`config.mk`:
```
export PLATFORM = sky130hd
export DESIGN_NAME = gray_seq_ctrl
export DESIGN_NICKNAME = d
export VERILOG_FILES = /design/src/rtl/gray_seq_pkg.sv /design/src/rtl/bin2gray.sv /design/src/rtl/gray_seq_ctrl.sv
export SDC_FILE = /design/constraint.sdc
export NUM_CORES = 1
export LEC_CHECK = 0
export BUFFER_PORTS_ARGS = -buffer_cell sky130_fd_sc_hd__buf_4
export CAP_MARGIN = 0
export CORE_ASPECT_RATIO = 1.5
export CORE_MARGIN = 2
export CORE_UTILIZATION = 35
export CTS_CLUSTER_SIZE = 8
export DETAILED_ROUTE_END_ITERATION = 10
export GPL_ROUTABILITY_DRIVEN = 0
export PLACE_DENSITY = 0.53
export RECOVER_POWER = 100
export SYNTH_ARGS = -nofsm -noshare
export SYNTH_HDL_FRONTEND = slang
export SYNTH_SLANG_ARGS = --single-unit
```
`constraint.sdc`:
```
create_clock -name clk -period 3.2 [get_ports clk]
set_input_delay 0.64 -clock clk [delete_from_list [all_inputs] [get_ports clk]]
set_output_delay 0.64 -clock clk [all_outputs]
set_load 0.01 [all_outputs]
```
`src/rtl/gray_seq_pkg.sv`:
```
// rtl/gray_seq_pkg.sv - shared types and defaults for the Gray-code sequencer
package gray_seq_pkg;

    localparam int DEFAULT_WIDTH = 4;

    typedef enum logic [1:0] {
        IDLE = 2'd0,
        RUN  = 2'd1,
        DONE = 2'd2
    } state_t;

    typedef enum logic {
        DIR_UP   = 1'b0,
        DIR_DOWN = 1'b1
    } dir_t;

endpackage

```
`src/rtl/bin2gray.sv`:
```
// rtl/bin2gray.sv - combinational binary to reflected Gray code converter
module bin2gray #(
    parameter int WIDTH = 4
) (
    input  logic [WIDTH-1:0] bin,
    output logic [WIDTH-1:0] gray
);

    assign gray = bin ^ (bin >> 1);

endmodule

```
`src/rtl/gray_seq_ctrl.sv`:
```
// rtl/gray_seq_ctrl.sv - walks a binary index range and streams its Gray code
module gray_seq_ctrl
    import gray_seq_pkg::*;
#(
    parameter int WIDTH = DEFAULT_WIDTH
) (
    input  logic             clk,
    input  logic             rst_n,
    input  logic             start,
    input  logic             abort,
    input  logic [WIDTH-1:0] cfg_first,
    input  logic [WIDTH-1:0] cfg_last,
    input  logic             cfg_dir,
    input  logic             cfg_cont,
    output logic             out_valid,
    input  logic             out_ready,
    output logic [WIDTH-1:0] out_gray,
    output logic [WIDTH-1:0] out_bin,
    output logic             out_last,
    output logic             busy,
    output logic             done
);

    localparam logic [WIDTH-1:0] ONE = WIDTH'(1);

    state_t           state;
    state_t           state_nx;
    logic [WIDTH-1:0] cnt;
    logic [WIDTH-1:0] cnt_nx;
    logic [WIDTH-1:0] first_q;
    logic [WIDTH-1:0] last_q;
    dir_t             dir_q;
    logic             cont_q;
    logic             load;
    logic             hs;
    logic             at_last;

    assign hs      = (state == RUN) && out_ready;
    assign at_last = (cnt == last_q);

    always_ff @(posedge clk or negedge rst_n) begin
        if (!rst_n) begin
            state   <= IDLE;
            cnt     <= '0;
            first_q <= '0;
            last_q  <= '0;
            dir_q   <= DIR_UP;
            cont_q  <= 1'b0;
        end else begin
            state <= state_nx;
            cnt   <= cnt_nx;
            if (load) begin
                first_q <= cfg_first;
                last_q  <= cfg_last;
                dir_q   <= dir_t'(cfg_dir);
                cont_q  <= cfg_cont;
            end
        end
    end

    always_comb begin
        state_nx = state;
        cnt_nx   = cnt;
        load     = 1'b0;
        case (state)
            IDLE: begin
                if (start && !abort) begin
                    state_nx = RUN;
                    cnt_nx   = cfg_first;
                    load     = 1'b1;
                end
            end
            RUN: begin
                if (hs) begin
                    if (at_last) begin
                        if (cont_q) begin
                            cnt_nx = first_q;
                        end else begin
                            state_nx = DONE;
                        end
                    end else if (dir_q == DIR_DOWN) begin
                        cnt_nx = cnt - ONE;
                    end else begin
                        cnt_nx = cnt + ONE;
                    end
                end
                // abort overrides completion even when the last beat is taken
                if (abort) begin
                    state_nx = IDLE;
                end
            end
            DONE: begin
                state_nx = IDLE;
            end
            default: begin
                state_nx = IDLE;
            end
        endcase
    end

    assign out_valid = (state == RUN);
    assign busy      = (state == RUN);
    assign done      = (state == DONE);
    assign out_last  = (state == RUN) && at_last;
    assign out_bin   = cnt;

    bin2gray #(
        .WIDTH (WIDTH)
    ) u_bin2gray (
        .bin  (cnt),
        .gray (out_gray)
    );

endmodule

```
Yosys cells after proc, flatten, opt, wreduce, memory -nomap -nowiden. Cells that the tools add are included. W data, S select, Z words.

Bits in read-only memories: 0. Output and inout bits: 12. Logic and storage cells: 40. Memories: 0. RAM bits: 0. Latch bits: 0. Register bits after elaboration: 16. Input bits: 15.

$lt $le $gt $ge: 0. Eq/ne operators: 9. Add/subtract/negate cells: 2. Mux-type cells: 14. Shift operators: 0. Div/mod/pow operators: 0. Bitwise operators: 1. Reductions and logical operators: 8. Multiply operators: 0.

Operators by type and width (count): $mux W4 (5); $mux W2 (5); $pmux W4 S2 (1); $reduce_and A4 Y1 (2); $ne A3 B2 Y1 const B (2); $ne A3 B3 Y1 const B (2); $add A4 B1 Y4 const B (1); $eq A4 B4 Y1 (1); $pmux W2 S2 (1); $sub A4 B1 Y4 const B (1); $xor A4 B3 Y4 (1); $logic_and A1 B1 Y1 (3); $eq A2 B1 Y1 const B (1); $eq A2 B2 Y1 const B (1); $logic_not A2 Y1 (1); $mux W1 (2); $ne A2 B1 Y1 const B (1); $ne A2 B2 Y1 const B (1); $reduce_bool A2 Y1 (1); $logic_not A1 Y1 (1).

Longest topological paths before layout. Gate-level depths: netlist (run 1).

Depth in word-level cells: 5. Mapped depth: 7. Depth with buffers taken out: 6.

Cells and area by module. A second synthesis (run 1) with hierarchy kept.

Cells, all modules: 89. Area, all modules: 925.9 um^2.

By module, submodules not included: gray_seq_ctrl (sequential area each 400.4 um^2, instances 1, cells each 85, area each 892.1 um^2); bin2gray (sequential area each 0.0 um^2, instances 1, cells each 4, area each 33.8 um^2).

Least setup slack after synthesis (run 1). No wires, ideal clock.

Path type: input -> register. Start point: input port abort. End point: register cnt[2] (netlist: out_bin[2]). Data arrival time: 1693 ps. Library setup time: 125 ps. Path buffers: 0. Setup slack: 1382 ps. Stages: 4. Data required time: 3075 ps. Cells stage by stage: nand2b_1 > nor3_1 > o32a_4 > mux2_4.

Longest elaborated chain between the ends: 4.

RTL lines: start, declared (line gray_seq_ctrl.sv:10) `input logic abort,`; $logic_not A1 Y1 (line gray_seq_ctrl.sv:67) `if (start && !abort) begin`; $logic_and A1 B1 Y1 (line gray_seq_ctrl.sv:67); $ne A2 B2 Y1 (no source line); $reduce_and A4 Y1 (no source line); end signal, assigned (line gray_seq_ctrl.sv:51) `cnt <= cnt_nx;`; end, declared (line gray_seq_ctrl.sv:28) `logic [WIDTH-1:0] cnt;`.

No other way between the ends. A chain may end at the register's enable or synchronous reset.

Final worst setup path (run 1).
Start point: register cnt[0] (netlist: out_bin[0]). End point: output port out_last.

Longest elaborated chain between the ends: 2.

RTL lines: $eq A4 B4 Y1 (line gray_seq_ctrl.sv:39) `assign at_last = (cnt == last_q);`; $logic_and A1 B1 Y1 (line gray_seq_ctrl.sv:104) `assign out_last = (state == RUN) && at_last;`; end, declared (line gray_seq_ctrl.sv:19) `output logic out_last,`.

No other way between the ends.

==> results of run 1 <==
==> worst max-delay path: cells and delay by family, from the launching register on <==
| kind | cells | cell delay, ps |
|---|---|---|
| buf+inv | 1 | 160 |
| xor+xnor | 1 | 160 |
| flops | 1 | 590 |
| simple gates | 2 | 580 |
==> stage by stage <==
stage                     cells  worst slack, ps
after floorplan             108             1380
after global placement      165             1310
after detailed placement    165             1300
after CTS                   168             1070
after global routing        168              663
final                       168              822
==> cells by family after synthesis <==
family                     Yosys count
buffers and inverters               13
DFF                                 16
and+or+nand+nor                     46
adders and majority gates            3
AOI/OAI and AO/OA                   18
muxes                                2
xor gates and xnor gates            10
==> path summary, 6_finish.rpt <==
kind,cells after the start,slack [ps],end,from
max in group asynchronous,1,2160,first_q[2],rst_n
worst max-delay path,4,820,out_last,out_bin[0]
worst min register to register,2,480,first_q[2],first_q[2]
worst max register to register,4,1070,out_bin[2],out_bin[0]
worst min-delay path,2,480,first_q[2],first_q[2]
min in group asynchronous,1,500,out_bin[3],rst_n
==> cells in the mapped netlist, types with 2 or more instances <==
master and n:
a21o_1 2, a21oi_1 3, a31oi_1 2, buf_4 4
clkbuf_1 2, dfrtp_1 16, ha_1 2, inv_1 5
nand2_1 30, nand2b_1 2, nor2_1 7, nor3_1 2
o21ai_0 4, xnor2_1 3, xnor2_4 2, xor2_1 4
==> state kept, by name (all words and copies together) (netlist names) <==
signal and count:
first_q 4, last_q 4, out_bin 4, state 2, cont_q 1, dir_q 1
==> metal layers <==
layer	track usage [%]	vias up	wire, um
li1	-	401	-
met1	19.3	360	944
met2	23.6	19	1070
met3	1.56	2	79
met4	6.01	0	17
met5	0	-	0
==> where the power goes <==
part / total, mW / switching (mW) / internal [mW]
clock: 0.146 / 0.0627 / 0.0832
sequential: 0.359 / 0.102 / 0.257
combinational: 0.432 / 0.214 / 0.218
==> layout make-up <==
cell class,instances,area [um2],share of cell area [%]
clock buffer,3,41.3,3.52
inverter,6,22.5,1.92
multi-input combinational,79,512,43.7
sequential,16,400,34.2
tap,37,46.3,3.95
timing repair buffer,27,150,12.8
==> impl_metrics.toml, run 1 <==
[sta]
finalCriticalPeriod_ps = 2380
hold_ws_ps = 480
hold_viol_final = 0
grt_setup_unrepaired = "false"
final_max_slew_viol_count = 0
tightest_slew_ps = 886
relSlewSlack_pct = 40.9
fmax_ghz = 0.421
finClkSkew_ps = 4.86
period_share_pct = 74.3
setup_violations = 0
setup_tns_ps = 0

[floorplan]
core_region_area_um2 = 2710
fp.dieW_um = 47.8
dieArea_um2 = 3340
ios = 27
start_util_pct = 37.3
rows = 23
die_h_um = 69.7

[clock_network]
cts.sinks = 16
cts_setup_buffers = 0
htree_num_levels = 1
path_clk_slew_ps = 60
ctsHoldBuffers = 0
cts_buffer_depth = 2
clk-insertion-delay-late_ps = 240
cts_tree = "done"
ctsResizeCount = 0
cts_inserted_buffers = 3
clockRootBuffer = "clkbuf_8"

[detailed_routing]
vias = 782
routed_wl_mm = 2.11
wl_per_cell_um = 12.6
drtIter0Drc = 9
ant_nets = 0
firstDrtPassIters = 5
vias_per_cell = 4.65
drc = 0

[cells_and_area]
num_antenna_cells = 0
final_util_pct = 43.3
fillerInstances = 314
drive_above_1_share_pct = 14.5
final_common_cell = "nand2_1"
syn_to_final_growth_pct = 16.3
fin_area_um2 = 1170
final_cell_mix = "30 x nand2_1, 16 x dfrtp_1, 14 x clkbuf_1, 13 x buf_4, 7 x nor2_1"
nets = 151

[critical_path]
slowest_delay_ps = 590
path_cells = "xnor2_4 -> nand4_1 -> nor2_1 -> clkbuf_1"
critPathLaunchType = "register"
path_max_fanout = 10
slowest_stage = "dfrtp_1"
worstPathArrival_ps = 1740
end_kind = "output pin"
cp.required_ps = 2560
path_class = "register to output pin"

[power]
peakVddDrop_v = 0.000280
p_total_mw = 0.937
power_density_nw_per_um2 = 799
power.leakage_nw = 0.558

[global_route]
grt_pass1_wl_mm = 3.68
grt_pass1_vias = 811
grt_max_degree = 17
antenna_found_initial = 0
grt.total_usage_pct = 14.7
grt_overflow = 0

[synthesis]
synthFlopType = "dfrtp_1"
yosysTopAreaCellShare_pct = 39.7
synth_top_family_by_area = "simple AND/OR/NAND/NOR gates"
yosysTopAreaCell = "dfrtp_1"
postSynthRegisterBits = 16
ys_async_sr_fraction_pct = 100
netlist_area_um2 = 1010
ys_seq_area_share_pct = 39.7
muxShareOfSynthArea_pct = 2.48
yosysUniqueCellTypes = 34
synthesis.nets = 126
synthTopCellsByArea = "dfrtp_1 40%, nand2_1 11%, xnor2_4 5.5%, xor2_1 3.5%, buf_4 3.0%"
yosys_warnings = 0
synth_xor_area_share_pct = 13.2
synth_fa_ha_area_share_pct = 4.47
synthSimpleGateAreaFrac_pct = 20.7
synth_edf_count = 0
synth_compound_area_share_pct = 13.0
synth_cells = 108
syn_area_per_cell_um2 = 9.34

[flow_run]
drv_cap = 0

[worst_hold_path]
holdCritPathClass = "register to register"

[placed_design]
port_buffers = 26
dpl_cell_area_um2 = 1210
dp_hpwl_mm = 1.67

[outcome]
status = "finished, final reports clean"
(Power assumes the default switching activity.)
==> run 2: changes to the inputs <==
--- a/config.mk
+++ b/config.mk
@@ -5,6 +5,7 @@
 export SDC_FILE = /design/constraint.sdc
 export NUM_CORES = 1
 export LEC_CHECK = 0
+export ABC_AREA = 1
 export BUFFER_PORTS_ARGS = -buffer_cell sky130_fd_sc_hd__buf_4
 export CAP_MARGIN = 0
 export CORE_ASPECT_RATIO = 1.5
@@ -13,7 +14,7 @@
 export CTS_CLUSTER_SIZE = 8
 export DETAILED_ROUTE_END_ITERATION = 10
 export GPL_ROUTABILITY_DRIVEN = 0
-export PLACE_DENSITY = 0.53
+export PLACE_DENSITY = 0.55
 export RECOVER_POWER = 100
 export SYNTH_ARGS = -nofsm -noshare
 export SYNTH_HDL_FRONTEND = slang
==> constraint.sdc (replaced) <==
create_clock -name clk -period 1.95 [get_ports clk]
set_input_delay 0.39 -clock clk [delete_from_list [all_inputs] [get_ports clk]]
set_output_delay 0.39 -clock clk [all_outputs]
set_load 0.01 [all_outputs]
==> run 2 against run 1 <==
  * Synthesized cell count is 27% higher
  * Worst hold slack worse by 180 ps
  * Register-to-register slack got worse by 710 ps
  * Final cell count rose by 22%
  * Total power is 77% higher
  * Critical path depth is 3 higher
  * Worst setup slack got worse by 690 ps
  * Clock power rose by 100%
  * Clock skew shrank 1.5 ps
  * Combinational power rose by 90%
==> impl_metrics.toml, run 2 <==
[placed_design]
port_buffers = 26
dp_hpwl_mm = 1.74
dp_cells = 200
place_ws_ps = 311
dpl_cell_area_um2 = 1260

[clock_network]
clockRootBuffer = "clkbuf_8"
cts_inserted_buffers = 3
cts_buffer_depth = 2
cts_tree = "done"
cts.sinks = 16
path_clk_slew_ps = 70
htree_num_levels = 1
clk-insertion-delay-late_ps = 250

[sta]
final_max_slew_viol_count = 0
hold_ws_ps = 300
grt_setup_unrepaired = "false"
period_share_pct = 93.3
setup_tns_ps = 0
setup_violations = 0
finClkSkew_ps = 3.35
worst_slack_ps = 131
tightest_slew_ps = 918
fmax_ghz = 0.550
hold_viol_final = 0
finalCriticalPeriod_ps = 1820
relSlewSlack_pct = 38.8

[floorplan]
ios = 27
start_util_pct = 36.0
die_h_um = 70.3
dieArea_um2 = 3390
rows = 24
core_region_area_um2 = 2850
fp.dieW_um = 48.2

[global_route]
grt_pass1_vias = 831
grt_overflow = 0
grt_max_degree = 17
antenna_found_initial = 0
grt_pass1_wl_mm = 3.68
grt.total_usage_pct = 14.6

[synthesis]
ys_seq_area_share_pct = 39.0
yosysUniqueCellTypes = 25
synth_most_common_cell = "nand2_1"
synthesis.nets = 155
postSynthRegisterBits = 16
synth_cells = 137
yosys_warnings = 0
yosysTopAreaCell = "dfrtp_1"
syn_area_per_cell_um2 = 7.49
synth_edf_count = 0
synthTopCellsByArea = "dfrtp_1 39%, nand2_1 11%, nor2_1 8.0%, inv_1 6.6%, a21oi_1 4.9%"
yosysTopAreaCellShare_pct = 39.0
synth_common_cells = "31 x nand2_1, 22 x nor2_1, 18 x inv_1"
synthFlopType = "dfrtp_1"
ys_async_sr_fraction_pct = 100
netlist_area_um2 = 1030

[cells_and_area]
instances_no_fill = 205
fin_area_um2 = 1290
syn_to_final_growth_pct = 25.6
nets = 185
drive_above_1_share_pct = 22.9
final_common_cell = "nand2_1"
num_antenna_cells = 0
fillerInstances = 305
final_cell_mix = "31 x nand2_1, 22 x nor2_1, 20 x inv_1, 18 x buf_4, 13 x dfrtp_1"

[critical_path]
reg2reg_slack_ps = 360
path_max_fanout = 6
critPathLaunchType = "register"
cp.required_ps = 1560
path_class = "register to output pin"
rr_startpoint = "state[0]"
end_kind = "output pin"
r2r_end = "out_bin[1]"
worstPathArrival_ps = 1430
reg2reg_depth = 7

[detailed_routing]
routed_wl_mm = 2.20
vias = 916
drc = 0
ant_nets = 0
wl_per_cell_um = 10.7
firstDrtPassIters = 3
drtIter0Drc = 6
vias_per_cell = 4.47

[worst_hold_path]
holdCritPathClass = "primary input to register"
hold_path_depth = 2
hold_end = "state[1]"
hp-start = "abort"

[power]
peakVddDrop_v = 0.000585
power.leakage_nw = 0.686
power_density_nw_per_um2 = 1280

[outcome]
status = "finished, final reports clean"

[flow_run]
drv_cap = 0
==> run 2: cell types whose count changed after synthesis, sizes merged, moves of 6 or more <==
cell / before / now
nand3: 1 / 7
nand2: 30 / 37
a21oi: 3 / 10
xnor2: 6 / 0
inv: 6 / 21
nor2: 7 / 25
==> run 2: what timing repair did <==
action / CTS / global route
resized for setup: 0 / 3
hold endpoints to repair: 9 / 0
hold buffers: 1 / 0
setup endpoints to repair: 0 / 1
setup buffers: 0 / 0
==> run 2: critical path, stage by stage, from the launching register on <==
cell and delay (ps):
dfrtp_2 420, inv_1 110, nand2_2 70, nand2_2 60
nor2_4 210, nand2_4 110, nor2_4 90, buf_4 120
==> run 2: area by class of cell <==
type	count	area [um2]	share of cell area (%)
inverter	21	78.8	6.12
sequential	16	404	31.4
multi-input combinational	95	514	39.9
tap	39	48.8	3.79
timing repair buffer	30	188	14.6
clock buffer	4	55.1	4.27
==> run 2: where the power goes <==
part	internal, mW	switching (mW)	leakage, nW
Combinational	0.326	0.493	0.473
Clock	0.179	0.119	0.0288
Sequential	0.425	0.112	0.185
Total	0.931	0.724	0.686
==> run 2: worst max-delay path by stage <==
stage | start | endpoint
3_3_place_gp | out_bin[1] | out_last
5_1_grt | out_bin[2] | out_last
3_5_place_dp | out_bin[1] | out_last
6_report | out_bin[0] | out_last
2_1_floorplan | out_bin[0] | out_bin[2]
4_1_cts | out_bin[1] | out_last
==> run 2: stage by stage <==
stage | power (mW) | util, %
floorplan | 1.13 | -
global placement | 1.43 | 44.3
detailed placement | 1.44 | 44.3
CTS | 1.75 | 46.6
global route | 1.81 | 45.2
finish | 1.66 | 45.2
==> run 2: cells by family (layout without fill, tap and decap cells) <==
| family | after synthesis | count (layout) | share of synthesized area, % |
|---|---|---|---|
| xor+xnor | 3 | 3 | 2.56 |
| simple gates | 73 | 73 | 34.8 |
| compound gates | 15 | 15 | 7.68 |
| mux | 1 | 1 | 1.10 |
| buf+inv | 26 | 55 | 10.5 |
| flops | 16 | 16 | 39.0 |
| fa+ha+maj | 3 | 3 | 4.39 |
==> run 2: per-layer routing <==
metal / GRT usage [%] / wire, um / vias to the layer above
met3: 1.55 / 57 / 4
met5: 0 / 0 / -
met2: 24.4 / 1140 / 18
li1: - / - / 476
met1: 18.2 / 969 / 418
met4: 5.41 / 30 / 0
